--- config.mk ---
export PLATFORM = sky130hd
export DESIGN_NAME = sprite_line_fetcher
export DESIGN_NICKNAME = d
export VERILOG_FILES = /design/src/rtl/sprite_line_fetcher_pkg.sv /design/src/rtl/sprite_line_buffer.sv /design/src/rtl/sprite_line_fetcher.sv
export SDC_FILE = /design/constraint.sdc
export NUM_CORES = 2
export LEC_CHECK = 0
export BUFFER_PORTS_ARGS = -buffer_cell sky130_fd_sc_hd__buf_2
export CORE_MARGIN = 2
export CORE_UTILIZATION = 44
export DETAILED_ROUTE_END_ITERATION = 10
export HOLD_SLACK_MARGIN = 0.1
export SLEW_MARGIN = 20
export SYNTH_ARGS = -nofsm -noshare
export SYNTH_HDL_FRONTEND = slang
export SYNTH_SLANG_ARGS = --single-unit
--- constraint.sdc ---
create_clock -name clk -period 14.4 [get_ports clk]
set_clock_uncertainty 0.15 [all_clocks]
set_input_delay 3.6 -clock clk [delete_from_list [all_inputs] [get_ports clk]]
set_output_delay 3.6 -clock clk [all_outputs]
set_load 0.02 [all_outputs]
--- src/rtl/sprite_line_fetcher_pkg.sv ---
// Shared attribute-field layout, sprite geometry and scan FSM encoding for the sprite line fetcher.
package sprite_line_fetcher_pkg;

  localparam int SPRITE_DIM  = 16;
  localparam int SPRITE_ID_W = 6;

  localparam int ATTR_EN    = 31;
  localparam int ATTR_HFLIP = 30;
  localparam int ATTR_ID_HI = 29;
  localparam int ATTR_ID_LO = 24;
  localparam int ATTR_Y_HI  = 19;
  localparam int ATTR_Y_LO  = 10;
  localparam int ATTR_X_HI  = 9;
  localparam int ATTR_X_LO  = 0;

  typedef enum logic [2:0] {
    S_IDLE  = 3'd0,
    S_ATTR  = 3'd1,
    S_EVAL  = 3'd2,
    S_FETCH = 3'd3,
    S_FLUSH = 3'd4
  } state_t;

endpackage

--- src/rtl/sprite_line_buffer.sv ---
// Double-banked 1bpp line buffer: set-only writes into the back bank, read-clear of the front bank.
// bank_sel names the back bank; the front bank is the other one, so the two ports never collide.
module sprite_line_buffer #(
  parameter int H_RES = 640
) (
  input  logic        clk,
  input  logic        reset,
  input  logic        bank_sel,
  input  logic        wr_en,
  input  logic [10:0] wr_addr,
  input  logic        rd_en,
  input  logic [9:0]  rd_addr,
  output logic        rd_bit
);

  logic mem0 [H_RES];
  logic mem1 [H_RES];
  logic wr_ok;
  logic rd_ok;

  // Sprites overhanging the right edge are clipped here, never wrapped.
  assign wr_ok = wr_en && (wr_addr < 11'(H_RES));
  assign rd_ok = rd_en && (rd_addr < 10'(H_RES));

  always_ff @(posedge clk) begin
    if (wr_ok && !bank_sel) mem0[wr_addr[9:0]] <= 1'b1;
    if (rd_ok && bank_sel)  mem0[rd_addr]      <= 1'b0;
    if (wr_ok && bank_sel)  mem1[wr_addr[9:0]] <= 1'b1;
    if (rd_ok && !bank_sel) mem1[rd_addr]      <= 1'b0;
  end

  always_ff @(posedge clk or posedge reset) begin
    if (reset)      rd_bit <= 1'b0;
    else if (rd_ok) rd_bit <= bank_sel ? mem0[rd_addr] : mem1[rd_addr];
    else            rd_bit <= 1'b0;
  end

endmodule

--- src/rtl/sprite_line_fetcher.sv ---
// Scans the attribute table for line N+1 during line N and ORs pattern bits into the back line buffer.
// SPRITE_HFLIP_EN enables horizontal flip from attribute bit 30.
module sprite_line_fetcher
  import sprite_line_fetcher_pkg::*;
#(
  parameter int NUM_SPRITES  = 64,
  parameter int MAX_PER_LINE = 8,
  parameter int H_RES        = 640
) (
  input  logic        clk,
  input  logic        reset,
  input  logic        line_start,
  input  logic [9:0]  line_y,
  output logic [5:0]  attr_addr,
  input  logic [31:0] attr_data,
  output logic        spr_ren,
  output logic [13:0] spr_raddr,
  input  logic        spr_rdata,
  input  logic        pix_valid,
  input  logic [9:0]  pix_x,
  output logic        pix_on,
  output logic        busy,
  output logic        overflow
);

  localparam int HW = $clog2(MAX_PER_LINE + 1);

  state_t                 state;
  logic [5:0]             idx;
  logic [9:0]             ly;
  logic [HW-1:0]          hits;
  logic [3:0]             col;
  logic [3:0]             row_q;
  logic [SPRITE_ID_W-1:0] id_q;
  logic [9:0]             x_q;
  logic                   bank_sel;
  logic                   wr_en;
  logic [10:0]            wr_addr;

  logic [9:0]             a_y;
  logic [9:0]             row_full;
  logic                   hit;
  logic                   take;
  logic                   adv;
  logic [3:0]             col_nxt;
  logic [3:0]             pcol_first;
  logic [3:0]             pcol_nxt;

  assign attr_addr = idx;
  assign a_y       = attr_data[ATTR_Y_HI:ATTR_Y_LO];
  assign row_full  = ly - a_y;
  assign hit       = attr_data[ATTR_EN] && (row_full[9:4] == 6'd0);
  assign take      = hit && (hits < HW'(MAX_PER_LINE));
  assign adv       = ((state == S_EVAL) && !take) || (state == S_FLUSH);
  assign col_nxt   = col + 4'd1;

`ifdef SPRITE_HFLIP_EN
  logic hflip_q;
  wire  attr_unused = ^attr_data[23:20];
  assign pcol_first = attr_data[ATTR_HFLIP] ? 4'hF : 4'h0;
  assign pcol_nxt   = hflip_q ? ~col_nxt : col_nxt;
`else
  wire  attr_unused = ^{attr_data[ATTR_HFLIP], attr_data[23:20]};
  assign pcol_first = 4'h0;
  assign pcol_nxt   = col_nxt;
`endif

  always_ff @(posedge clk or posedge reset) begin
    if (reset) begin
      state     <= S_IDLE;
      idx       <= '0;
      ly        <= '0;
      hits      <= '0;
      col       <= '0;
      row_q     <= '0;
      id_q      <= '0;
      x_q       <= '0;
      bank_sel  <= 1'b0;
      wr_en     <= 1'b0;
      wr_addr   <= '0;
      spr_ren   <= 1'b0;
      spr_raddr <= '0;
      busy      <= 1'b0;
      overflow  <= 1'b0;
`ifdef SPRITE_HFLIP_EN
      hflip_q   <= 1'b0;
`endif
    end else begin
      // A read issued in the cycle of a line_start would land in the freshly swapped bank.
      wr_en   <= spr_ren && !line_start;
      wr_addr <= {1'b0, x_q} + {7'd0, col};
      if (line_start) begin
        bank_sel <= ~bank_sel;
        hits     <= '0;
        overflow <= 1'b0;
        idx      <= '0;
        ly       <= line_y;
        spr_ren  <= 1'b0;
        busy     <= 1'b1;
        state    <= S_ATTR;
      end else begin
        case (state)
          S_ATTR: state <= S_EVAL;
          S_EVAL: begin
            if (take) begin
              hits      <= hits + HW'(1);
              id_q      <= attr_data[ATTR_ID_HI:ATTR_ID_LO];
              row_q     <= row_full[3:0];
              x_q       <= attr_data[ATTR_X_HI:ATTR_X_LO];
              col       <= 4'd0;
              spr_ren   <= 1'b1;
              spr_raddr <= {attr_data[ATTR_ID_HI:ATTR_ID_LO], row_full[3:0], pcol_first};
`ifdef SPRITE_HFLIP_EN
              hflip_q   <= attr_data[ATTR_HFLIP];
`endif
              state     <= S_FETCH;
            end else if (hit) begin
              overflow <= 1'b1;
            end
          end
          S_FETCH: begin
            if (col == 4'(SPRITE_DIM - 1)) begin
              spr_ren <= 1'b0;
              state   <= S_FLUSH;
            end else begin
              col       <= col_nxt;
              spr_raddr <= {id_q, row_q, pcol_nxt};
            end
          end
          default: ;
        endcase
        if (adv) begin
          if (idx == 6'(NUM_SPRITES - 1)) begin
            busy  <= 1'b0;
            state <= S_IDLE;
          end else begin
            idx   <= idx + 6'd1;
            state <= S_ATTR;
          end
        end
      end
    end
  end

  sprite_line_buffer #(.H_RES(H_RES)) u_buf (
    .clk      (clk),
    .reset    (reset),
    .bank_sel (bank_sel),
    .wr_en    (wr_en && spr_rdata),
    .wr_addr  (wr_addr),
    .rd_en    (pix_valid),
    .rd_addr  (pix_x),
    .rd_bit   (pix_on)
  );

endmodule

* Word-level counts from Yosys, hierarchy flattened
Memory sizes are Yosys's and may differ from the RTL's.
Index checks and enable logic that the tools add are counted.
** Word-level totals
- Bits of input ports :: 57
- Memories :: 2
- Output and inout port bits :: 24
- Memory bits (writable) :: 1280
- Register bits after elaboration :: 78
- Logic and storage cells :: 121
** Operators by class
- Mux-type cells :: 45
- $add $sub $neg :: 5
- Equality and inequality tests :: 14
- Reduce and logical (&&, ||, !) cells :: 34
- Order comparisons :: 3
- Bitwise operators :: 2
** Memory list
- u_buf.mem0 :: words 640, width 1, rd ports 1, clocked after memory_dff 0, wr ports 1, RTL line sprite_line_buffer.sv:16 : logic mem0 [H_RES];
- u_buf.mem1 :: words 640, width 1, rd ports 1, clocked after memory_dff 0, wr ports 1, RTL line sprite_line_buffer.sv:17 : logic mem1 [H_RES];
** Operator list (count)
- $mux W14 :: 2
- $pmux W14 S2 :: 1
- $mux W1 :: 25
- $mux W10 :: 2
- $mux W4 :: 5
- $mux W6 :: 3
- $mux W3 :: 4
- $reduce_and A3 Y1 :: 4
- $reduce_bool A2 Y1 :: 6
- $add A10 B4 Y11 :: 1
- $logic_and A1 B1 Y1 :: 11
- $lt A11 B10 Y1 const B :: 1
- $lt A10 B10 Y1 const B :: 1
- $sub A10 B10 Y10 :: 1
- $pmux W3 S3 :: 1
- $add A4 B1 Y4 const B :: 2
- $ne A2 B2 Y1 const B :: 4
- $ne A4 B4 Y1 const B :: 2
- $pmux W4 S2 :: 1
- $add A6 B1 Y6 const B :: 1
- $eq A3 B2 Y1 const B :: 2
- $eq A6 B6 Y1 const B :: 1
- $logic_not A6 Y1 :: 1
- $ne A3 B3 Y1 const B :: 2
- other kinds (13) :: 19

* Logic depth before layout (Yosys ltp)
- Depth after elaboration :: 9
- Gate-level depth with buffers :: 14
- Depth with buffers taken out :: 11

* By module
From an unflattened synthesis, not the netlist that was laid out.
** Unflattened totals
- Cell total of the unflattened synthesis :: 4327
- Area, all modules :: 60317.8 um2
** By module, submodules not included
- sprite_line_buffer :: cells an instance 3980, sequential area each 38461.9 um2, instances 1, area an instance 56292.7 um2
- sprite_line_fetcher :: cells an instance 347, sequential area each 1826.8 um2, instances 1, area an instance 4025.1 um2

* Worst setup path after synthesis
OpenSTA, ideal clock, no wires.
- Kind :: input port to flip-flop
- From :: in pix_x[7]
- To :: mem u_buf.mem0[624] (enable)
- Setup time :: 341 ps
- Stages on the path :: 9
- Data arrival time :: 16761 ps
- Setup slack :: -2852 ps
- Buffers on the path :: 4
- Data required time :: 13909 ps
- Cells stage by stage :: clkbuf_1 -> o21ai_0 -> and3_1 -> clkbuf_1 -> inv_1 -> clkbuf_1 -> buf_1 -> a21boi_0 -> nor2_1
** On the way
- Word-level cells in the longest chain between the ends :: 7
- Elaborated cells between the ends (all ways) :: 8
- Those cells by class :: order compare: 1; mux: 4; reduce/logical: 3
** Ends and longest elaborated chain
- from (decl) :: RTL line sprite_line_fetcher.sv:20 : input logic [9:0] pix_x,
- $lt A10 B10 Y1 :: RTL line sprite_line_buffer.sv:23 : assign rd_ok = rd_en && (rd_addr < 10'(H_RES));
- $logic_and A1 B1 Y1 :: RTL line sprite_line_buffer.sv:23
- $logic_and A1 B1 Y1 :: RTL line sprite_line_buffer.sv:27 : if (rd_ok && bank_sel) mem0[rd_addr] <= 1'b0;
- $mux W1 :: RTL line sprite_line_buffer.sv:27
- $mux W1 (implied by the code) :: RTL line sprite_line_buffer.sv:27
- $reduce_or A1 Y1 (no source line)
- $mux W10 (no source line) / $mux W1 (equally long branches)
- to (decl) :: RTL line sprite_line_buffer.sv:16
Parallel ways exist; a longest one is shown, timed or not.

* Worst setup path in the final report
- From :: in pix_x[9]
- To :: mem u_buf.mem1[185] (enable)
** On the way
- Word-level cells in the longest chain between the ends :: 7
- Elaborated cells between the ends (all ways) :: 8
- Those cells by class :: order compare: 1; mux: 4; reduce/logical: 3
** Ends and longest elaborated chain
- $lt A10 B10 Y1 :: RTL line sprite_line_buffer.sv:23
- $logic_and A1 B1 Y1 :: RTL line sprite_line_buffer.sv:23
- $logic_and A1 B1 Y1 :: RTL line sprite_line_buffer.sv:29 : if (rd_ok && !bank_sel) mem1[rd_addr] <= 1'b0;
- $mux W1 :: RTL line sprite_line_buffer.sv:29
- $mux W1 (implied by the code) :: RTL line sprite_line_buffer.sv:29
- $reduce_or A1 Y1 (no source line)
- $mux W10 (no source line) / $mux W1 (equally long branches)
- to (decl) :: RTL line sprite_line_buffer.sv:17
Parallel ways exist; a longest one is shown, timed or not.

==> metrics.md <==
| Metric | Value |
|---|---|
| Outcome | `completed` |
| Top_reg_cell synth | `edfxtp_1` |
| Clock root cell | `clkbuf_16` |
| Pre-CTS WS | `5.60 ns` |
| # port buffers | `75` |
| Worst Setup SP | `pix_x[9]` |
| Hpwl dp | `88500 µm` |
| PnR worst setup slack | `6.15 ns` |
| Layout cells sized above 1 | `19.3%` |
| Layout area overhead | `10.5%` |
| CTS Hold Bufs | `0` |
| Fin Setup TNS | `0 ns` |
| Core Area | `135000 µm²` |
| Hold Worst Slack | `0.332 ns` |
| Initial antenna violation count | `9` |
| H-tree lvl count | `4` |
| Routed len/inst | `26.4 µm` |
| Yosys reg bits | `1354` |
| Post-layout min period | `8.25 ns` |
| CTS tree | `built` |
| Netlist cell types | `81` |
| CP max-delay cell | `buf_4` |
| Grt ovf | `0` |
| Post-CTS Setup Bufs | `0` |
| Worst-path cell chain | `buf_2 -> o21ai_0 -> and2_1 -> buf_4 -> inv_8 -> buf_4 -> o21ai_0 -> nor2_1 -> nand3_1 -> nor3_1` |
| Endpoints failing hold | `0` |
| Total power draw | `8.88 mW` |
| CP max stage delay | `0.89 ns` |
| Initial DRC count | `4143` |
| Worst Path Buf+Inv | `4` |
| Seq. cell area | `40300 µm²` |
| Period utilization | `57.3%` |
| # resized after CTS | `0` |
| Crit end category | `register` |
| Net Count, Synth | `4253` |
| Cell Area, Synth | `59800 µm²` |
| Global-route wire length before repair | `233000 µm` |
| Mapped Cells | `4178` |
| Yosys warns | `0` |
| PwrDens | `134 nW/µm²` |
| Max-cap violation count | `0` |
| Post-route ant nets | `0` |
| Vias | `35.6k` |
| Max Buffers Root-to-Sink | `3` |
| Fin nets | `4208` |
| Via/cell ratio | `5.92` |
| Max VDD drop | `0.118 mV` |
| Chip Width | `373 µm` |
| Fin. max-slew vios | `0` |
| Crit-path max FO | `175` |
| Fillers | `11.7k` |
| Post-synth ARST share | `5.47%` |
| Vias in the first global route | `35.1k` |
| Die height | `373 µm` |
| Site row count | `135` |
| Crit path max-delay family | `simple AND/OR/NAND/NOR gates` |
| CP arrival | `8.53 ns` |
| Critical path startpoint category | `input pin` |
| Setup violators final | `0` |
| P_leak | `19.8 nW` |
| Slew @ Worst Pin | `1.22 ns` |
| Worst-skew pair later-pin latency | `0.75 ns` |
| Initial Util | `44.3%` |
| Die area | `139000 µm²` |
| R2r startpoint | `bank_sel` |
| Worst rel slew slack | `18.4%` |
| Routability Congestion | `0.790` |
| CP Class | `input pin to register` |
| Cts bufs inserted | `139` |
| Register area share after synthesis | `67.4%` |
| Post-synth EDFFs | `1280` |
| Largest net degree at the start of global routing | `213` |
| Post-route DRC | `0` |
| Peak Freq | `121 MHz` |
| Worst-path clk slew | `0.06 ns` |
| Total Wirelength | `159000 µm` |
| I/O pin cnt | `81` |
| Hold crit path type | `register to register` |
| Multi-input gate area | `18100 µm²` |
| Syn_area_per_cell | `14.3 µm²` |
| Worst EP required | `14.67 ns` |
| Clk sinks | `1354` |
| RSZ-0062 raised after global routing | `false` |
| Overall routing resource usage | `22.7%` |
| HP Start | `row_q[0]` |
| 1st-pass router iterations | `5` |
[synthesized netlist by cell type (35+ instances only)]
cell / count / area [µm²]
buf_2: 36 / 180
o21ai_0: 44 / 220
nand2_1: 176 / 661
nor3_1: 37 / 185
clkbuf_1: 269 / 1010
a21oi_1: 41 / 205
mux4_2: 347 / 7820
dfrtp_1: 74 / 1850
mux2i_1: 42 / 420
nand3_1: 35 / 175
nor2_1: 1312 / 4920
edfxtp_1: 1280 / 38400
a22oi_1: 35 / 263
[sequential cells by signal (all words and copies together) (netlist names)]
register      count
attr_addr         6
bank_sel          1
busy              1
hits              4
id_q              6
ly               10
overflow          1
row_q             4
spr_raddr        14
spr_ren           1
state             3
u_buf.mem0      640
u_buf.mem1      640
u_buf.rd_bit      1
wr_addr          11
wr_en             1
x_q              10
[per-layer routing]
| metal | up-vias | track usage (%) | wire (µm) |
|---|---|---|---|
| li1 | 15302 | - | - |
| met1 | 18541 | 31.0 | 64400 |
| met2 | 1499 | 36.4 | 75700 |
| met3 | 282 | 4.59 | 13800 |
| met4 | 10 | 7.94 | 5070 |
| met5 | - | 0 | 60 |
[through the flow]
stage                     cell area [µm²]  std cells  utilization, %
after floorplan                     59800       4178               -
after global placement              61800       5773            45.7
after detailed placement            61800       5773            45.7
after CTS                           66000       6016            48.9
after global routing                66100       6017            48.9
final                               66100       6017            48.9
[layout make-up]
| type | instances | share of cell area (%) |
|---|---|---|
| Sequential cell | 1354 | 60.9 |
| Inverter | 27 | 0.178 |
| Multi-Input combinational cell | 2438 | 27.3 |
| Antenna cell | 1 | 0.00379 |
| Timing Repair Buffer | 173 | 1.78 |
| Clock inverter | 63 | 0.740 |
| Tap cell | 1781 | 3.37 |
| Clock buffer | 180 | 5.65 |
[worst reg2reg max path, stage by stage (launching register included)]
cell and delay, ns:
dfrtp_1 0.58, nor2b_1 0.14, and2_1 0.18, buf_4 0.23, inv_8 0.63, buf_4 1.00, o21ai_0 0.34, nor2_1 0.78
nand3_1 0.89, nor3_1 0.47
[logic make-up (layout without fill, tap and decap cells)]
logic type / count (synthesis) / count (layout) / synth area share (%)
flip-flops: 1354 / 1354 / 67.4
buffers and inverters: 386 / 443 / 2.69
adder cells (fa/ha/maj): 18 / 18 / 0.402
AO/OA/AOI/OAI: 251 / 251 / 2.90
multiplexers: 436 / 436 / 14.7
AND/OR/NAND/NOR: 1719 / 1719 / 11.7
other: 0 / 1 / 0
XOR/XNOR: 14 / 14 / 0.205
[final timing paths]
kind                                   end  slack, ns  cells past startpoint
max in group asynchronous       wr_addr[9]      10.47                      3
setup / recovery           u_buf.mem1[185]       6.15                     10
min in group asynchronous          hits[0]       2.98                      3
hold / removal                    row_q[0]       0.33                      2
setup reg to reg           u_buf.mem1[185]       8.68                      9
hold reg to reg                   row_q[0]       0.33                      2
[power by group]
group / internal, mW / total (mW) / leakage [nW] / switching, mW
logic: 0.236 / 0.890 / 5.52 / 0.653
clock network: 1.96 / 3.44 / 2.05 / 1.47
registers: 4.52 / 4.56 / 12.2 / 0.0403
[placed cells by master (no fill, tap or decap), types with 43 or more instances in the layout]
cell       count
dfrtp_1       74
edfxtp_1    1280
nor2_1      1311
buf_4         93
o21ai_0       43
mux4_2       347
clkbuf_16    143
nand2_1      139
buf_2         71
Note: power is estimated with default switching activity, not from simulation.
